## src/rtl/rv32i_pkg.sv

```systemverilog
// Shared RV32I encodings and the decoded control bundle.
package rv32i_pkg;

  // ALU operation select
  localparam logic [3:0] ALU_ADD  = 4'b0000;
  localparam logic [3:0] ALU_SLL  = 4'b0001;
  localparam logic [3:0] ALU_SLT  = 4'b0010;
  localparam logic [3:0] ALU_SLTU = 4'b0011;
  localparam logic [3:0] ALU_XOR  = 4'b0100;
  localparam logic [3:0] ALU_SRL  = 4'b0101;
  localparam logic [3:0] ALU_OR   = 4'b0110;
  localparam logic [3:0] ALU_AND  = 4'b0111;
  localparam logic [3:0] ALU_SUB  = 4'b1000;
  localparam logic [3:0] ALU_SRA  = 4'b1101;

  // Write-back result source
  localparam logic [1:0] RES_SRC_Alu = 2'b00;
  localparam logic [1:0] RES_SRC_Mem = 2'b01;
  localparam logic [1:0] RES_SRC_Pc4 = 2'b10;
  localparam logic [1:0] RES_SRC_Imm = 2'b11;

  // Immediate format
  localparam logic [2:0] IMM_SRC_I = 3'b000;
  localparam logic [2:0] IMM_SRC_S = 3'b001;
  localparam logic [2:0] IMM_SRC_B = 3'b010;
  localparam logic [2:0] IMM_SRC_J = 3'b011;
  localparam logic [2:0] IMM_SRC_U = 3'b100;

  // Load width / sign (funct3 encoding)
  localparam logic [2:0] LOAD_LB  = 3'b000;
  localparam logic [2:0] LOAD_LH  = 3'b001;
  localparam logic [2:0] LOAD_LW  = 3'b010;
  localparam logic [2:0] LOAD_LBU = 3'b100;
  localparam logic [2:0] LOAD_LHU = 3'b101;

  // Store width
  localparam logic [1:0] STORE_SB = 2'b00;
  localparam logic [1:0] STORE_SH = 2'b01;
  localparam logic [1:0] STORE_SW = 2'b10;

  typedef struct packed {
    logic       reg_write;
    logic       mem_write;
    logic       jump;
    logic       branch;
    logic       alu_src;
    logic       branch_on_not_equal;
    logic [1:0] result_src;
    logic [3:0] alu_control;
    logic [1:0] store_type;
    logic [2:0] load_type;
  } ctrl_bundle_t;

endpackage

```

## src/rtl/hazard_detect.sv

```systemverilog
// Load-use hazard detection plus IF/ID stall and flush generation.
module hazard_detect
  import rv32i_pkg::*;
(
  input  logic       valid_e,
  input  logic       valid_d,
  input  logic [1:0] result_src_e,
  input  logic [4:0] rd_e,
  input  logic [4:0] rs1_d,
  input  logic [4:0] rs2_d,
  input  logic       stall_e,
  input  logic       pc_src_e,
  output logic       lw_hazard_o,
  output logic       stall_f,
  output logic       stall_d,
  output logic       flush_d
);

  // Conservative: rs fields are compared even for formats that do not read them.
  always_comb begin
    lw_hazard_o = valid_e & valid_d & (result_src_e == RES_SRC_Mem) & (rd_e != 5'd0) &
                  ((rs1_d == rd_e) | (rs2_d == rd_e));
    stall_f     = stall_e | lw_hazard_o;
    stall_d     = stall_e | lw_hazard_o;
    flush_d     = pc_src_e & ~stall_e;
  end

endmodule

```

## src/rtl/id_ex_stage.sv

```systemverilog
// ID/EX pipeline register with load-use bubble insertion and branch squash.
module id_ex_stage
  import rv32i_pkg::*;
#(
  parameter int unsigned XLEN  = 32,
  parameter int unsigned CNT_W = 32
) (
  input  logic             clk,
  input  logic             rst_n,
  input  logic             valid_d,
  input  logic             Reg_write_d,
  input  logic             Mem_Write_d,
  input  logic             jump_d,
  input  logic             Branch_d,
  input  logic             Alu_src_d,
  input  logic             branch_on_not_equal_d,
  input  logic [1:0]       Result_src_d,
  input  logic [3:0]       ALU_Control_d,
  input  logic [1:0]       Store_type_d,
  input  logic [2:0]       Load_type_d,
  input  logic [XLEN-1:0]  rd1_d,
  input  logic [XLEN-1:0]  rd2_d,
  input  logic [XLEN-1:0]  imm_ext_d,
  input  logic [XLEN-1:0]  pc_d,
  input  logic [XLEN-1:0]  pc_plus4_d,
  input  logic [4:0]       rs1_d,
  input  logic [4:0]       rs2_d,
  input  logic [4:0]       rd_d,
  input  logic             stall_e,
  input  logic             pc_src_e,
  output logic             valid_e,
  output logic             Reg_write_e,
  output logic             Mem_Write_e,
  output logic             jump_e,
  output logic             Branch_e,
  output logic             Alu_src_e,
  output logic             branch_on_not_equal_e,
  output logic [1:0]       Result_src_e,
  output logic [3:0]       ALU_Control_e,
  output logic [1:0]       Store_type_e,
  output logic [2:0]       Load_type_e,
  output logic [XLEN-1:0]  rd1_e,
  output logic [XLEN-1:0]  rd2_e,
  output logic [XLEN-1:0]  imm_ext_e,
  output logic [XLEN-1:0]  pc_e,
  output logic [XLEN-1:0]  pc_plus4_e,
  output logic [4:0]       rs1_e,
  output logic [4:0]       rs2_e,
  output logic [4:0]       rd_e,
  output logic             stall_f,
  output logic             stall_d,
  output logic             flush_d,
  output logic [CNT_W-1:0] bubble_count
);

  ctrl_bundle_t ctrl_in, ctrl_d, ctrl_q;
  logic            valid_q_d, valid_q;
  logic [XLEN-1:0] rd1_q_d, rd1_q, rd2_q_d, rd2_q, imm_q_d, imm_q;
  logic [XLEN-1:0] pc_q_d, pc_q, pc4_q_d, pc4_q;
  logic [4:0]      rs1_q_d, rs1_q, rs2_q_d, rs2_q, rd_q_d, rd_q;
  logic [CNT_W-1:0] cnt_d, cnt_q;
  logic            lw_hazard;

  // Gather the decoded control inputs into one bundle.
  always_comb begin
    ctrl_in.reg_write           = Reg_write_d;
    ctrl_in.mem_write           = Mem_Write_d;
    ctrl_in.jump                = jump_d;
    ctrl_in.branch              = Branch_d;
    ctrl_in.alu_src             = Alu_src_d;
    ctrl_in.branch_on_not_equal = branch_on_not_equal_d;
    ctrl_in.result_src          = Result_src_d;
    ctrl_in.alu_control         = ALU_Control_d;
    ctrl_in.store_type          = Store_type_d;
    ctrl_in.load_type           = Load_type_d;
  end

  hazard_detect u_hazard_detect (
    .valid_e      (valid_q),
    .valid_d      (valid_d),
    .result_src_e (ctrl_q.result_src),
    .rd_e         (rd_q),
    .rs1_d        (rs1_d),
    .rs2_d        (rs2_d),
    .stall_e      (stall_e),
    .pc_src_e     (pc_src_e),
    .lw_hazard_o  (lw_hazard),
    .stall_f      (stall_f),
    .stall_d      (stall_d),
    .flush_d      (flush_d)
  );

  // Next-state: hold on downstream stall, bubble on squash or load-use, else load.
  always_comb begin
    ctrl_d    = ctrl_q;
    valid_q_d = valid_q;
    rd1_q_d   = rd1_q;
    rd2_q_d   = rd2_q;
    imm_q_d   = imm_q;
    pc_q_d    = pc_q;
    pc4_q_d   = pc4_q;
    rs1_q_d   = rs1_q;
    rs2_q_d   = rs2_q;
    rd_q_d    = rd_q;
    cnt_d     = cnt_q;
    if (stall_e) begin
      // keep everything
    end else if (pc_src_e || lw_hazard) begin
      ctrl_d    = '0;
      valid_q_d = 1'b0;
      rd1_q_d   = '0;
      rd2_q_d   = '0;
      imm_q_d   = '0;
      pc_q_d    = '0;
      pc4_q_d   = '0;
      rs1_q_d   = '0;
      rs2_q_d   = '0;
      rd_q_d    = '0;
      // Only load-use bubbles are counted, not branch squashes.
      if (!pc_src_e) cnt_d = cnt_q + CNT_W'(1);
    end else begin
      ctrl_d    = ctrl_in;
      valid_q_d = valid_d;
      rd1_q_d   = rd1_d;
      rd2_q_d   = rd2_d;
      imm_q_d   = imm_ext_d;
      pc_q_d    = pc_d;
      pc4_q_d   = pc_plus4_d;
      rs1_q_d   = rs1_d;
      rs2_q_d   = rs2_d;
      rd_q_d    = rd_d;
    end
  end

  // EX register and bubble counter.
  always_ff @(posedge clk or negedge rst_n) begin
    if (!rst_n) begin
      ctrl_q  <= '0;
      valid_q <= 1'b0;
      rd1_q   <= '0;
      rd2_q   <= '0;
      imm_q   <= '0;
      pc_q    <= '0;
      pc4_q   <= '0;
      rs1_q   <= '0;
      rs2_q   <= '0;
      rd_q    <= '0;
      cnt_q   <= '0;
    end else begin
      ctrl_q  <= ctrl_d;
      valid_q <= valid_q_d;
      rd1_q   <= rd1_q_d;
      rd2_q   <= rd2_q_d;
      imm_q   <= imm_q_d;
      pc_q    <= pc_q_d;
      pc4_q   <= pc4_q_d;
      rs1_q   <= rs1_q_d;
      rs2_q   <= rs2_q_d;
      rd_q    <= rd_q_d;
      cnt_q   <= cnt_d;
    end
  end

  // Drive the EX-side outputs from the register.
  always_comb begin
    valid_e               = valid_q;
    Reg_write_e           = ctrl_q.reg_write;
    Mem_Write_e           = ctrl_q.mem_write;
    jump_e                = ctrl_q.jump;
    Branch_e              = ctrl_q.branch;
    Alu_src_e             = ctrl_q.alu_src;
    branch_on_not_equal_e = ctrl_q.branch_on_not_equal;
    Result_src_e          = ctrl_q.result_src;
    ALU_Control_e         = ctrl_q.alu_control;
    Store_type_e          = ctrl_q.store_type;
    Load_type_e           = ctrl_q.load_type;
    rd1_e                 = rd1_q;
    rd2_e                 = rd2_q;
    imm_ext_e             = imm_q;
    pc_e                  = pc_q;
    pc_plus4_e            = pc4_q;
    rs1_e                 = rs1_q;
    rs2_e                 = rs2_q;
    rd_e                  = rd_q;
    bubble_count          = cnt_q;
  end

endmodule

```

## config.mk

```make
export PLATFORM = sky130hd
export DESIGN_NAME = id_ex_stage
export DESIGN_NICKNAME = d
export VERILOG_FILES = /design/src/rtl/rv32i_pkg.sv /design/src/rtl/hazard_detect.sv /design/src/rtl/id_ex_stage.sv
export SDC_FILE = /design/constraint.sdc
export NUM_CORES = 1
export LEC_CHECK = 0
export BUFFER_PORTS_ARGS = -buffer_cell sky130_fd_sc_hd__buf_4
export CORE_AREA = 10 10 182 167
export DETAILED_ROUTE_END_ITERATION = 8
export DIE_AREA = 0 0 192 177
export SLEW_MARGIN = 10
export SYNTH_ARGS = -nofsm -noshare
export SYNTH_HDL_FRONTEND = slang
export SYNTH_SLANG_ARGS = --single-unit
```

## constraint.sdc

```tcl
create_clock -name clk -period 5.8 [get_ports clk]
set_input_delay 0 -clock clk [delete_from_list [all_inputs] [get_ports clk]]
set_output_delay 0 -clock clk [all_outputs]
set_load 0.01 [all_outputs]
```

== Yosys cells after proc, flatten, opt, wreduce, memory -nomap -nowiden ==
Index checks and enable logic that the tools add are counted.
Word-level totals
  input port bits: 197
  output and inout port bits: 228
  logic and storage cells: 46
  flip-flop bits (word level): 225
Operators by class
  equal/unequal tests: 3
  mux-type cells: 10
  bitwise operators: 9
  reduce and logical (&&, ||, !) cells: 3
  add/sub/neg operators: 1
Operators by type and width (number)
  32-bit 2-to-1 mux: 5
  32-bit by 1-bit adder with 32-bit output, second input constant: 1
  17-bit 2-to-1 mux: 1
  5-bit 2-to-1 mux: 3
  5-bit == test: 2
  1-bit bitwise AND: 5
  5-bit nonzero test: 1
  3-bit AND reduction: 1
  2-bit by 1-bit == test with 1-bit output, second input constant: 1
  1-bit inverter: 2
  1-bit OR: 2
  1-bit logical OR: 1
  1-bit 2-to-1 mux: 1

== Logic depth before layout (Yosys ltp) ==
Gate-level depths: netlist of run 1.
  word-level depth: 6
  mapped depth: 7
  gate-level depth less buffers: 5

== Hierarchy ==
From an unflattened synthesis of run 1, not the netlist that was laid out.
Second synthesis, totals
  cell total of the unflattened synthesis: 593
  area total of the unflattened synthesis: 8398.1 um2
Modules (own cells, without submodules)
  id_ex_stage: sequential area each 5630.4 um2, instances 1, area an instance 8227.9 um2, cells each 570
  hazard_detect: sequential area each 0.0 um2, instances 1, area an instance 170.2 um2, cells each 23

== Worst setup path after synthesis of run 1 ==
OpenSTA, ideal clock, no wires.
  kind: register to register
  from: reg rd_q[0], in the netlist rd_e[0]
  to: reg rd1_q[27], in the netlist rd1_e[27]
  period minus slack after synthesis: 1.985 ns
  arrival: 1.918 ns
  path buffers: 3
  data required time: 5.734 ns
  cell stages (with the launch flop): 8
  path slack: 3.815 ns
  library setup time: 0.066 ns
  path through: dfrtp_1 -> or4_1 -> o21a_1 -> buf_2 -> a21oi_4 -> buf_6 -> buf_6 -> a22o_1
On the way
  cells in the longest elaborated chain, start to end: 5
  elaborated cells on any way between the ends: 8
  classes of those cells: eq/ne: 2; mux: 1; bitwise: 3; reduce/logical: 2
RTL lines
  from (decl): RTL line id_ex_stage.sv:60  | logic [4:0] rs1_q_d, rs1_q, rs2_q_d, rs2_q, rd_q_d, rd_q;
  from (signal assigned): RTL line id_ex_stage.sv:159  | rd_q <= rd_q_d;
  5-bit == test or 5-bit nonzero test (tied branches): RTL line hazard_detect.sv:22, hazard_detect.sv:21
  1-bit OR or 1-bit bitwise AND (tied branches): RTL line hazard_detect.sv:22, hazard_detect.sv:21
  1-bit bitwise AND (*): RTL line hazard_detect.sv:21  | lw_hazard_o = valid_e & valid_d & (result_src_e == RES_SRC_Mem) & (rd_e != 5'd0) &
  1-bit logical OR (*): RTL line id_ex_stage.sv:108  | end else if (pc_src_e || lw_hazard) begin
  32-bit 2-to-1 mux (*): RTL line id_ex_stage.sv:108
  to (signal assigned): RTL line id_ex_stage.sv:152  | rd1_q <= rd1_q_d;
  to (decl): RTL line id_ex_stage.sv:58  | logic [XLEN-1:0] rd1_q_d, rd1_q, rd2_q_d, rd2_q, imm_q_d, imm_q;
Mark *: on every way between the ends. The rest lies on a longest branch, timed or not.
A chain may end at the register's enable or synchronous reset.

== Worst setup path after layout of run 1 ==
  from: reg rd_q[0], in the netlist rd_e[0]
  to: reg pc_q[28], in the netlist pc_e[28]
On the way
  cells in the longest elaborated chain, start to end: 5
  elaborated cells on any way between the ends: 8
  classes of those cells: eq/ne: 2; mux: 1; bitwise: 3; reduce/logical: 2
RTL lines
  5-bit == test or 5-bit nonzero test (tied branches): RTL line hazard_detect.sv:22, hazard_detect.sv:21
  1-bit OR or 1-bit bitwise AND (tied branches): RTL line hazard_detect.sv:22, hazard_detect.sv:21
  1-bit bitwise AND (*): RTL line hazard_detect.sv:21
  1-bit logical OR (*): RTL line id_ex_stage.sv:108
  32-bit 2-to-1 mux (*): RTL line id_ex_stage.sv:108
  to (signal assigned): RTL line id_ex_stage.sv:155  | pc_q <= pc_q_d;
  to (decl): RTL line id_ex_stage.sv:59  | logic [XLEN-1:0] pc_q_d, pc_q, pc4_q_d, pc4_q;
Marked as above.

==> results of run 1 <==
cell type report:
class | count | area (sq um)
inverter | 5 | 18.8
multi-input combinational | 327 | 2620
timing repair buffer | 625 | 5200
antenna | 1 | 2.50
clock buffer | 39 | 771
fill | 2150 | 11900
tap | 354 | 443
clock inverter | 6 | 58.8
sequential | 225 | 5630
state kept, by name (all words and copies together), names as in the netlist, 2 cells and up:
name           cells
rd_e               5
rd1_e             32
rs1_e              5
rs2_e              5
Store_type_e       2
ALU_Control_e      4
rd2_e             32
Load_type_e        3
bubble_count      32
Result_src_e       2
pc_plus4_e        32
imm_ext_e         32
pc_e              32
layout by cell type (no fill, tap or decap), types with 2 or more instances in the layout:
master / instances
clkbuf_16: 27
xnor2_1: 18
nor4_1: 13
nor2_1: 5
a22o_1: 193
xor2_1: 21
nand4_1: 14
dlygate4sd3_1: 195
nand3_1: 17
clkinv_2: 4
clkbuf_1: 7
dfrtp_1: 225
inv_1: 5
or4_1: 2
buf_4: 427
nor3_1: 11
clkbuf_8: 5
and4_1: 4
nor4b_1: 2
nand2_1: 10
cells by family (layout without fill, tap and decap cells):
family	Yosys count	count (layout)	share of synthesized area, %
other	0	1	0
AND/OR/NAND/NOR	85	85	5.79
buffers and inverters	56	675	4.23
multiplexers	1	1	0.131
AO/OA/AOI/OAI	201	201	20.4
adder cells (fa/ha/maj)	1	1	0.145
XOR/XNOR	39	39	3.96
flip-flops	225	225	65.3
final timing paths:
check / startpoint / end / slack [ns]
max in group asynchronous: rst_n / Alu_src_e$_DFFE_PN0N_ / 4.56
setup reg to reg: rd_e[0]$_DFFE_PN0N_ / pc_e[28]$_DFFE_PN0N_ / 2.70
hold / removal: rst_n / pc_plus4_e[3]$_DFFE_PN0N_ / 0.04
hold reg to reg: bubble_count[31]$_DFFE_PN0P_ / bubble_count[31]$_DFFE_PN0P_ / 0.47
min in group clk: stall_e / rd1_e[13]$_DFFE_PN0N_ / 0.13
setup / recovery: rd_e[0]$_DFFE_PN0N_ / pc_e[28]$_DFFE_PN0N_ / 2.70
report_power, final:
group          total [mW]  internal, mW  switching [mW]
clock network        1.59         0.955           0.636
logic               0.674         0.387           0.287
registers            1.74          1.67          0.0670
total                4.01          3.02           0.991
per-layer routing:
layer  vias to the layer above  share of wire, %  global-route usage, %
li1                       3537                 -                      -
met2                       305                49                   30.5
met4                         0               2.8                   5.36
met3                        48               9.4                   6.58
met5                         -                 0                      0
met1                      3785                39                   22.0
worst reg2reg max path, stage by stage (launching register included):
cell and delay [ns]:
dfrtp_1 0.43, or4_1 0.56, o21a_1 0.33, a21oi_4 0.21, buf_4 0.50, buf_4 0.72, a22o_1 0.28
stage by stage:
stage | hold slack [ns] | setup slack (ns) | util, %
2_1_floorplan | -0.296 | 3.82 | -
3_3_place_gp | 0.0494 | 2.79 | 45.0
3_5_place_dp | 0.0454 | 2.71 | 45.0
4_1_cts | 0.0777 | 2.67 | 55.4
5_1_grt | 0.111 | 2.48 | 55.4
6_report | 0.0425 | 2.70 | 55.4
==> results.sh, run 1 <==
export IMPL_status="finished, final reports clean"
export IMPL_setup_violations_final=0
export IMPL_period_needed_ns=3.10
export IMPL_grt_pass1_wl_microns=49900
export IMPL_final_cell_area_sq_um=14800
export IMPL_numCtsBuffers=26
export IMPL_io_pins=425
export IMPL_crit_family="buffers and inverters"
export IMPL_synthCells=608
export IMPL_grt_usage_pct=18.4
export IMPL_layout_drive_gt1_share_pct=38.5
export IMPL_coreArea_sq_um=26600
export IMPL_clock_path_buffers=3
export IMPL_clk_pin_slew_ns=0.06
export IMPL_grt_pass1_vias=8364
export IMPL_ys_types=35
export IMPL_path_depth=6
export IMPL_path_max_fanout=71
export IMPL_post_synth_cell_area_avg_sq_um=14.2
export IMPL_fin_cells=1582
export IMPL_num_rows=57
export IMPL_critPathMaxStageDelay_ns=0.70
export IMPL_drv_cap=0
export IMPL_skew_ns=0.00877
export IMPL_post_cts_buffers=0
export IMPL_final_hold_viol_count=0
export IMPL_path_class="reg -> reg"
export IMPL_first_pass_iters=4
export IMPL_clk_latency_ns=0.52
export IMPL_critPathLaunchType="flip-flop"
export IMPL_synth_most_common_cell="dfrtp_1"
export IMPL_worstRegToRegCells=6
export IMPL_drcViolationCount=0
export IMPL_cts_max_level=1
export IMPL_yosys_area_top_type="dfrtp_1"
export IMPL_postCtsHoldBufs=195
export IMPL_rsz0062_at_grt="no"
export IMPL_fin_crit_sh_pct=53.5
export IMPL_path_buf_inv=2
export IMPL_p_leak_nw=7.44
export IMPL_drt_iter0_drc=386
export IMPL_synth_edf_count=0
export IMPL_dp_cells=1341
export IMPL_wl_per_cell_microns=20.9
export IMPL_grt_max_degree=138
export IMPL_yosysTopAreaCellShare_pct=65.3
export IMPL_cp_end_kind="flip-flop"
export IMPL_dieHeight_microns=177
export IMPL_synthFlopType="dfrtp_1"
export IMPL_finalMaxSlewViolations=0
export IMPL_path_cells="or4_1 > o21a_1 > a21oi_4 > buf_4 > buf_4 > a22o_1"
export IMPL_crit_top_cell="buf_4"
export IMPL_start_util_pct=32.4
export IMPL_clkSinkCount=225
export IMPL_cts_root_buf="clkbuf_16"
export IMPL_avgViaCountPerCell=4.85
export IMPL_syn_area_sq_um=8620
export IMPL_critPathArrivalTime_ns=3.54
export IMPL_routed_wl_microns=33000
export IMPL_io_buffers=424
export IMPL_dp_hpwl_microns=22000
export IMPL_dpl_cell_area_sq_um=12000
export IMPL_cts_resized=0
export IMPL_synth_area_top_cells="dfrtp_1, a22o_1, buf_6"
export IMPL_drtAntennaViolNets=0
export IMPL_nets=1408
export IMPL_crit_required_ns=6.24
export IMPL_tightestPinTransition_ns=0.939
export IMPL_setup_tns_ns=0
export IMPL_peakVddDrop_mv=0.176
export IMPL_crit_slowest_cell="buf_4"
export IMPL_slew_headroom_pct=37.4
export IMPL_gp_congestion=0.769
export IMPL_cts_tree="built"
export IMPL_vias=7675
export IMPL_ys_warn_count=0
export IMPL_timing_fmax_ghz=0.323
export IMPL_die_area_sq_um=34000
export IMPL_ys_ff_latch=225
export IMPL_grt_ovfl_total=0
export IMPL_antenna_found_initial=1
export IMPL_synth_common_cells="dfrtp_1, a22o_1, clkbuf_1"
export IMPL_area_growth_pct=71.2
export IMPL_power_density_nw_per_um2=272
export IMPL_power_mw=4.01
export IMPL_die_width_microns=192
export IMPL_synth_nets=806
export IMPL_async_reset_ff_share_pct=100
export IMPL_hp_class="in -> async"
export IMPL_seq_area_frac_synth_pct=65.3
No activity file was read; power rests on OpenSTA's default activity.
==> run 2, diff against run 1 <==
==> constraint.sdc (replaced) <==
create_clock -name clk -period 2.5 [get_ports clk]
set_input_delay 0 -clock clk [delete_from_list [all_inputs] [get_ports clk]]
set_output_delay 0 -clock clk [all_outputs]
set_load 0.01 [all_outputs]
==> run 2 against run 1 <==
  * Global-route usage grew 0.50 points
  * Sequential share of layout area shrank 0.63 points
  * First-iteration DRC count grew 2.8%
  * Final area grew 1.7%
  * Routed wire length grew 1.8%
  * Critical path type is now reg -> out
  * Highest routed layer unchanged
==> results.sh, run 2 (synthesis gave the netlist of run 1 again) <==
export IMPL_status="finished, final reports clean"
export IMPL_p_leak_nw=7.58
export IMPL_grt_max_degree=94
export IMPL_clk_latency_ns=0.53
export IMPL_setup_violations_final=0
export IMPL_postCtsHoldBufs=196
export IMPL_dieHeight_microns=177
export IMPL_cp_end_kind="output port"
export IMPL_drtAntennaViolNets=0
export IMPL_cts_root_buf="clkbuf_16"
export IMPL_die_width_microns=192
export IMPL_drt_iter0_drc=397
export IMPL_post_cts_buffers=0
export IMPL_crit_family="simple AND/OR/NAND/NOR gates"
export IMPL_fin_util_pct=56.4
export IMPL_timing_final_ws_setup_ns=0.203
export IMPL_rsz0062_at_grt="no"
export IMPL_power_density_nw_per_um2=641
export IMPL_dp_hpwl_microns=23300
export IMPL_slew_headroom_pct=41.2
export IMPL_critPathArrivalTime_ns=2.30
export IMPL_path_buf_inv=2
export IMPL_final_common_cell="buf_4"
export IMPL_drcViolationCount=0
export IMPL_period_needed_ns=2.30
export IMPL_timing_fmax_ghz=0.435
export IMPL_hp_class="in -> async"
export IMPL_cts_tree="built"
export IMPL_path_max_fanout=8
export IMPL_fin_cells=1601
export IMPL_layout_drive_gt1_share_pct=39.7
export IMPL_dp_cells=1356
export IMPL_skew_ns=0.0141
export IMPL_path_class="reg -> out"
export IMPL_peakVddDrop_mv=0.425
export IMPL_wl_per_cell_microns=21.0
export IMPL_cts_resized=0
export IMPL_pre_cts_ws_ns=0.297
export IMPL_clk_pin_slew_ns=0.06
export IMPL_routed_wl_microns=33600
export IMPL_first_pass_iters=4
export IMPL_final_hold_viol_count=0
export IMPL_path_cells="or4_1 > o21a_1 > buf_4 > nand2_1 > nand2b_1 > buf_4"
export IMPL_crit_top_cell="buf_4"
export IMPL_grt_pass1_wl_microns=51300
export IMPL_hold_slack_ns=0.0993
export IMPL_grt_ovfl_total=0
export IMPL_io_buffers=424
export IMPL_setup_tns_ns=0
export IMPL_start_util_pct=32.4
export IMPL_antenna_found_initial=2
export IMPL_grt_usage_pct=18.9
export IMPL_fin_crit_sh_pct=91.9
export IMPL_crit_slowest_cell="or4_1"
export IMPL_final_cell_mix="buf_4, dfrtp_1, dlygate4sd3_1, a22o_1, clkbuf_16"
export IMPL_crit_required_ns=2.50
export IMPL_tightestPinTransition_ns=0.881
export IMPL_io_pins=425
export IMPL_clock_path_buffers=3
export IMPL_num_rows=57
export IMPL_avgViaCountPerCell=4.88
export IMPL_drv_cap=0
export IMPL_grt_pass1_vias=8613
export IMPL_die_area_sq_um=34000
export IMPL_clkSinkCount=225
export IMPL_critPathMaxStageDelay_ns=0.55
export IMPL_nets=1424
export IMPL_finalMaxSlewViolations=0
export IMPL_gp_congestion=0.804
export IMPL_numCtsBuffers=26
export IMPL_cts_max_level=1
export IMPL_vias=7810
export IMPL_critPathLaunchType="flip-flop"
export IMPL_area_growth_pct=74.1
export IMPL_coreArea_sq_um=26600
==> run 2: final cells by class <==
class / instances / area (sq um)
diodes: 2 / 5.00
well taps: 354 / 443
clock buffers: 34 / 752
clock inverters: 13 / 150
multi-input cells: 327 / 2620
repair buffers: 641 / 5380
inverters: 5 / 18.8
flip-flops and latches: 225 / 5630
fillers: 2102 / 11600
==> run 2: worst register-to-register path, delay by kind of cell (launching register included) <==
kind	cells	cell delay (ns)
AOI/OAI and AO/OA	3	0.65
and+or+nand+nor	1	0.55
buffers and inverters	2	0.51
DFF	1	0.44
==> run 2: per-layer routing <==
layer | part of all wire, % | vias to the layer above | track usage (%)
met5 | 0 | - | 0
li1 | - | 3569 | -
met1 | 39 | 3869 | 22.6
met2 | 49 | 313 | 31.4
met3 | 8.9 | 59 | 6.50
met4 | 3.0 | 0 | 5.71
==> run 2: worst paths after layout <==
| check | startpoint | endpoint | slack [ns] | cells past startpoint |
|---|---|---|---|---|
| worst max-delay path | rd_e[0]$_DFFE_PN0N_ | stall_d | 0.20 | 6 |
| worst min-delay path | rst_n | bubble_count[0]$_DFFE_PN0P_ | 0.1 | 2 |
| worst max register to register | rd_e[0]$_DFFE_PN0N_ | Alu_src_e$_DFFE_PN0N_ | 0.29 | 6 |
| worst min register to register | bubble_count[31]$_DFFE_PN0P_ | bubble_count[31]$_DFFE_PN0P_ | 0.48 | 1 |
| max in group asynchronous | rst_n | imm_ext_e[6]$_DFFE_PN0N_ | 1.64 | 3 |
| min in group clk | pc_d[12] | pc_e[12]$_DFFE_PN0N_ | 0.23 | 3 |
==> run 2: power breakdown <==
part	switching [mW]	total, mW	internal [mW]
logic	0.670	1.59	0.921
clock network	1.55	3.98	2.42
registers	0.163	4.05	3.88
==> run 2: metrics by stage <==
stage | total power, mW | cell area [sq um]
final | 9.61 | 15000
after global routing | 10.0 | 15000
after CTS | 9.71 | 15000
after detailed placement | 5.44 | 12100
after global placement | 5.43 | 12100
after floorplan | 4.57 | 8620
==> run 3, diff against run 2 <==
--- a/config.mk
+++ b/config.mk
@@ -5,10 +5,13 @@
 export SDC_FILE = /design/constraint.sdc
 export NUM_CORES = 1
 export LEC_CHECK = 0
+export ABC_AREA = 1
 export BUFFER_PORTS_ARGS = -buffer_cell sky130_fd_sc_hd__buf_4
-export CORE_AREA = 10 10 182 167
+export CORE_AREA = 10 10 195 179
+export CTS_CLUSTER_DIAMETER = 30
 export DETAILED_ROUTE_END_ITERATION = 8
-export DIE_AREA = 0 0 192 177
+export DIE_AREA = 0 0 205 189
+export SKIP_CTS_REPAIR_TIMING = 1
 export SLEW_MARGIN = 10
 export SYNTH_ARGS = -nofsm -noshare
 export SYNTH_HDL_FRONTEND = slang
==> run 3 against run 2 <==
  * Clock skew increased by 0.0070 ns
  * Sequential share of layout area decreased by 5.4 points
  * Setup slack improved by 0.057 ns
==> results.sh, run 3 <==
export IMPL_dieHeight_microns=189
export IMPL_path_cells="nor2_1 > nand4_1 > nand4_1 > inv_1 > nand2_8 > nand2_2 > buf_4"
export IMPL_num_rows=61
export IMPL_tightestPinTransition_ns=0.819
export IMPL_fin_crit_sh_pct=89.6
export IMPL_dp_cells=2000
export IMPL_first_pass_iters=5
export IMPL_globalRouteMet2Util_pct=30.6
export IMPL_seqCellArea_sq_um=5630
export IMPL_final_cell_mix="nand2_1, buf_4, dfrtp_1, nand3_1, dlygate4sd3_1"
export IMPL_yosys_area_top_type="dfrtp_1"
export IMPL_synth_edf_count=0
export IMPL_grt_use_met1_pct=24.1
export IMPL_gp_congestion=0.876
export IMPL_clk_latency_ns=0.55
export IMPL_skew_ns=0.0211
export IMPL_synth_most_common_cell="nand2_1"
export IMPL_coreArea_sq_um=30600
export IMPL_post_synth_cell_area_avg_sq_um=8.23
export IMPL_status="finished, final reports clean"
export IMPL_grt_max_degree=153
export IMPL_peakVddDrop_mv=0.471
export IMPL_layout_drive_gt1_share_pct=29.4
export IMPL_fin_cells=2298
export IMPL_critPathMaxStageDelay_ns=0.43
export IMPL_die_area_sq_um=38700
export IMPL_drv_cap=0
export IMPL_critPathLaunchType="flip-flop"
export IMPL_ys_ff_latch=225
export IMPL_finalMaxSlewViolations=0
export IMPL_timing_fmax_ghz=0.446
export IMPL_antenna_found_initial=2
export IMPL_dp_hpwl_microns=27700
export IMPL_cts_tree="built"
export IMPL_crit_top_cell="nand4_1"
export IMPL_grt_busiest_layer="met2"
export IMPL_p_leak_nw=9.35
export IMPL_start_util_pct=32.8
export IMPL_io_pins=425
export IMPL_ys_warn_count=0
export IMPL_cts_max_level=2
export IMPL_timing_final_ws_setup_ns=0.260
export IMPL_grtUsageMet3_pct=6.52
export IMPL_seq_area_frac_synth_pct=56.1
export IMPL_power_density_nw_per_um2=743
export IMPL_yosysTopAreaCellShare_pct=56.1
export IMPL_async_reset_ff_share_pct=100
export IMPL_avgViaCountPerCell=4.74
export IMPL_synthCells=1220
export IMPL_grt_pass1_wl_microns=59300
export IMPL_critPathArrivalTime_ns=2.24
export IMPL_fin_util_pct=57.2
export IMPL_drt_iter0_drc=666
export IMPL_wl_per_cell_microns=18.4
export IMPL_power_mw=13.0
export IMPL_pre_cts_ws_ns=0.320
export IMPL_final_hold_viol_count=0
export IMPL_die_width_microns=205
export IMPL_drtAntennaViolNets=0
export IMPL_multi_input_area_sq_um=3890
export IMPL_ys_types=22
export IMPL_setup_violations_final=0
export IMPL_grt_ovfl_total=0
export IMPL_synthFlopType="dfrtp_1"
export IMPL_drcViolationCount=0
export IMPL_routed_wl_microns=42200
export IMPL_syn_area_sq_um=10000
export IMPL_fillers=2595
export IMPL_slew_headroom_pct=45.4
export IMPL_grt_usage_pct=19.2
export IMPL_io_buffers=424
export IMPL_dpl_cell_area_sq_um=13600
export IMPL_crit_slowest_cell="dfrtp_1"
export IMPL_path_class="reg -> out"
export IMPL_vias=10900
export IMPL_hp_class="in -> async"
export IMPL_area_growth_pct=74.4
export IMPL_path_max_fanout=34
export IMPL_final_cell_area_sq_um=17500
export IMPL_nets=2042
export IMPL_rsz0062_at_grt="no"
export IMPL_synth_area_top_cells="dfrtp_1, nand2_1, nand3_1"
export IMPL_cts_root_buf="clkbuf_16"
export IMPL_clock_path_buffers=3
export IMPL_clkSinkCount=225
export IMPL_period_needed_ns=2.24
export IMPL_grt_pass1_vias=9935
export IMPL_clk_pin_slew_ns=0.04
export IMPL_numCtsBuffers=52
export IMPL_final_common_cell="nand2_1"
export IMPL_crit_required_ns=2.50
export IMPL_cp_end_kind="output port"
export IMPL_synth_nets=1418
export IMPL_synth_common_cells="nand2_1, dfrtp_1, nand3_1"
[run 3: changes by cell type after synthesis, sizes merged, moves of 4 or more]
cell	before	now
a22o	193	0
nand3	17	222
nor3	11	0
nor4	13	0
nand3b	0	14
nand2	10	560
o21ai	1	6
xor2	21	11
inv	5	27
buf	26	48
xnor2	18	6
and4	4	0
nor2	5	61
[run 3: final timing paths]
check                                startpoint  cells past startpoint                            to  slack (ns)
max                         rd_e[1]$_DFFE_PN0N_                      7                       stall_d        0.26
min                                       rst_n                      2  bubble_count[10]$_DFFE_PN0P_        0.11
max reg2reg                 rd_e[1]$_DFFE_PN0N_                      8          pc_e[10]$_DFFE_PN0N_        0.53
min reg2reg                rs1_e[4]$_DFFE_PN0N_                      2          rs1_e[4]$_DFFE_PN0N_        0.47
max in group asynchronous                 rst_n                      3     imm_ext_e[21]$_DFFE_PN0N_        1.67
min in group clk                      rd1_d[23]                      4         rd1_e[23]$_DFFE_PN0N_        0.21
[run 3: cells by family (layout without fill, tap and decap cells)]
kind of cell / Yosys count / in the layout / synth area share [%]
AO/OA/AOI/OAI: 7 / 7 / 0.386
buffers and inverters: 101 / 766 / 5.50
flip-flops: 225 / 225 / 56.1
XOR/XNOR: 17 / 17 / 1.48
adder cells (fa/ha/maj): 1 / 1 / 0.125
other: 0 / 3 / 0
AND/OR/NAND/NOR: 869 / 870 / 36.4
[run 3: power by group]
group	leakage (nW)	internal, mW	total (mW)	switching (mW)
clock	0.938	5.18	7.32	2.14
combinational	5.45	0.853	1.64	0.783
sequential	2.96	3.90	4.04	0.149
[run 3: area by class of cell]
class | instances | share of cell area (%)
repair buffers | 643 | 31.1
inverters | 27 | 0.579
flip-flops and latches | 225 | 32.2
multi-input cells | 895 | 22.2
clock inverters | 29 | 2.52
diodes | 3 | 0.0429
clock buffers | 67 | 8.46
well taps | 409 | 2.92
[run 3: critical path: cells and delay by family (launching register included)]
family        cells  cell delay, ns
flops             1            0.43
buf+inv           2            0.48
simple gates      5            0.78
[run 3: layer usage]
metal	share of wire (%)	up-vias
met2	48	453
li1	-	5171
met1	41	5194
met3	8.4	67
met4	2.1	0
met5	0	-
[run 3: stage by stage]
step	hold WS, ns	setup TNS (ns)
after floorplan	-0.296	0
after global placement	0.0727	0
after detailed placement	0.0842	0
after CTS	-0.493	-0.261
after global routing	0.156	0
final	0.106	0
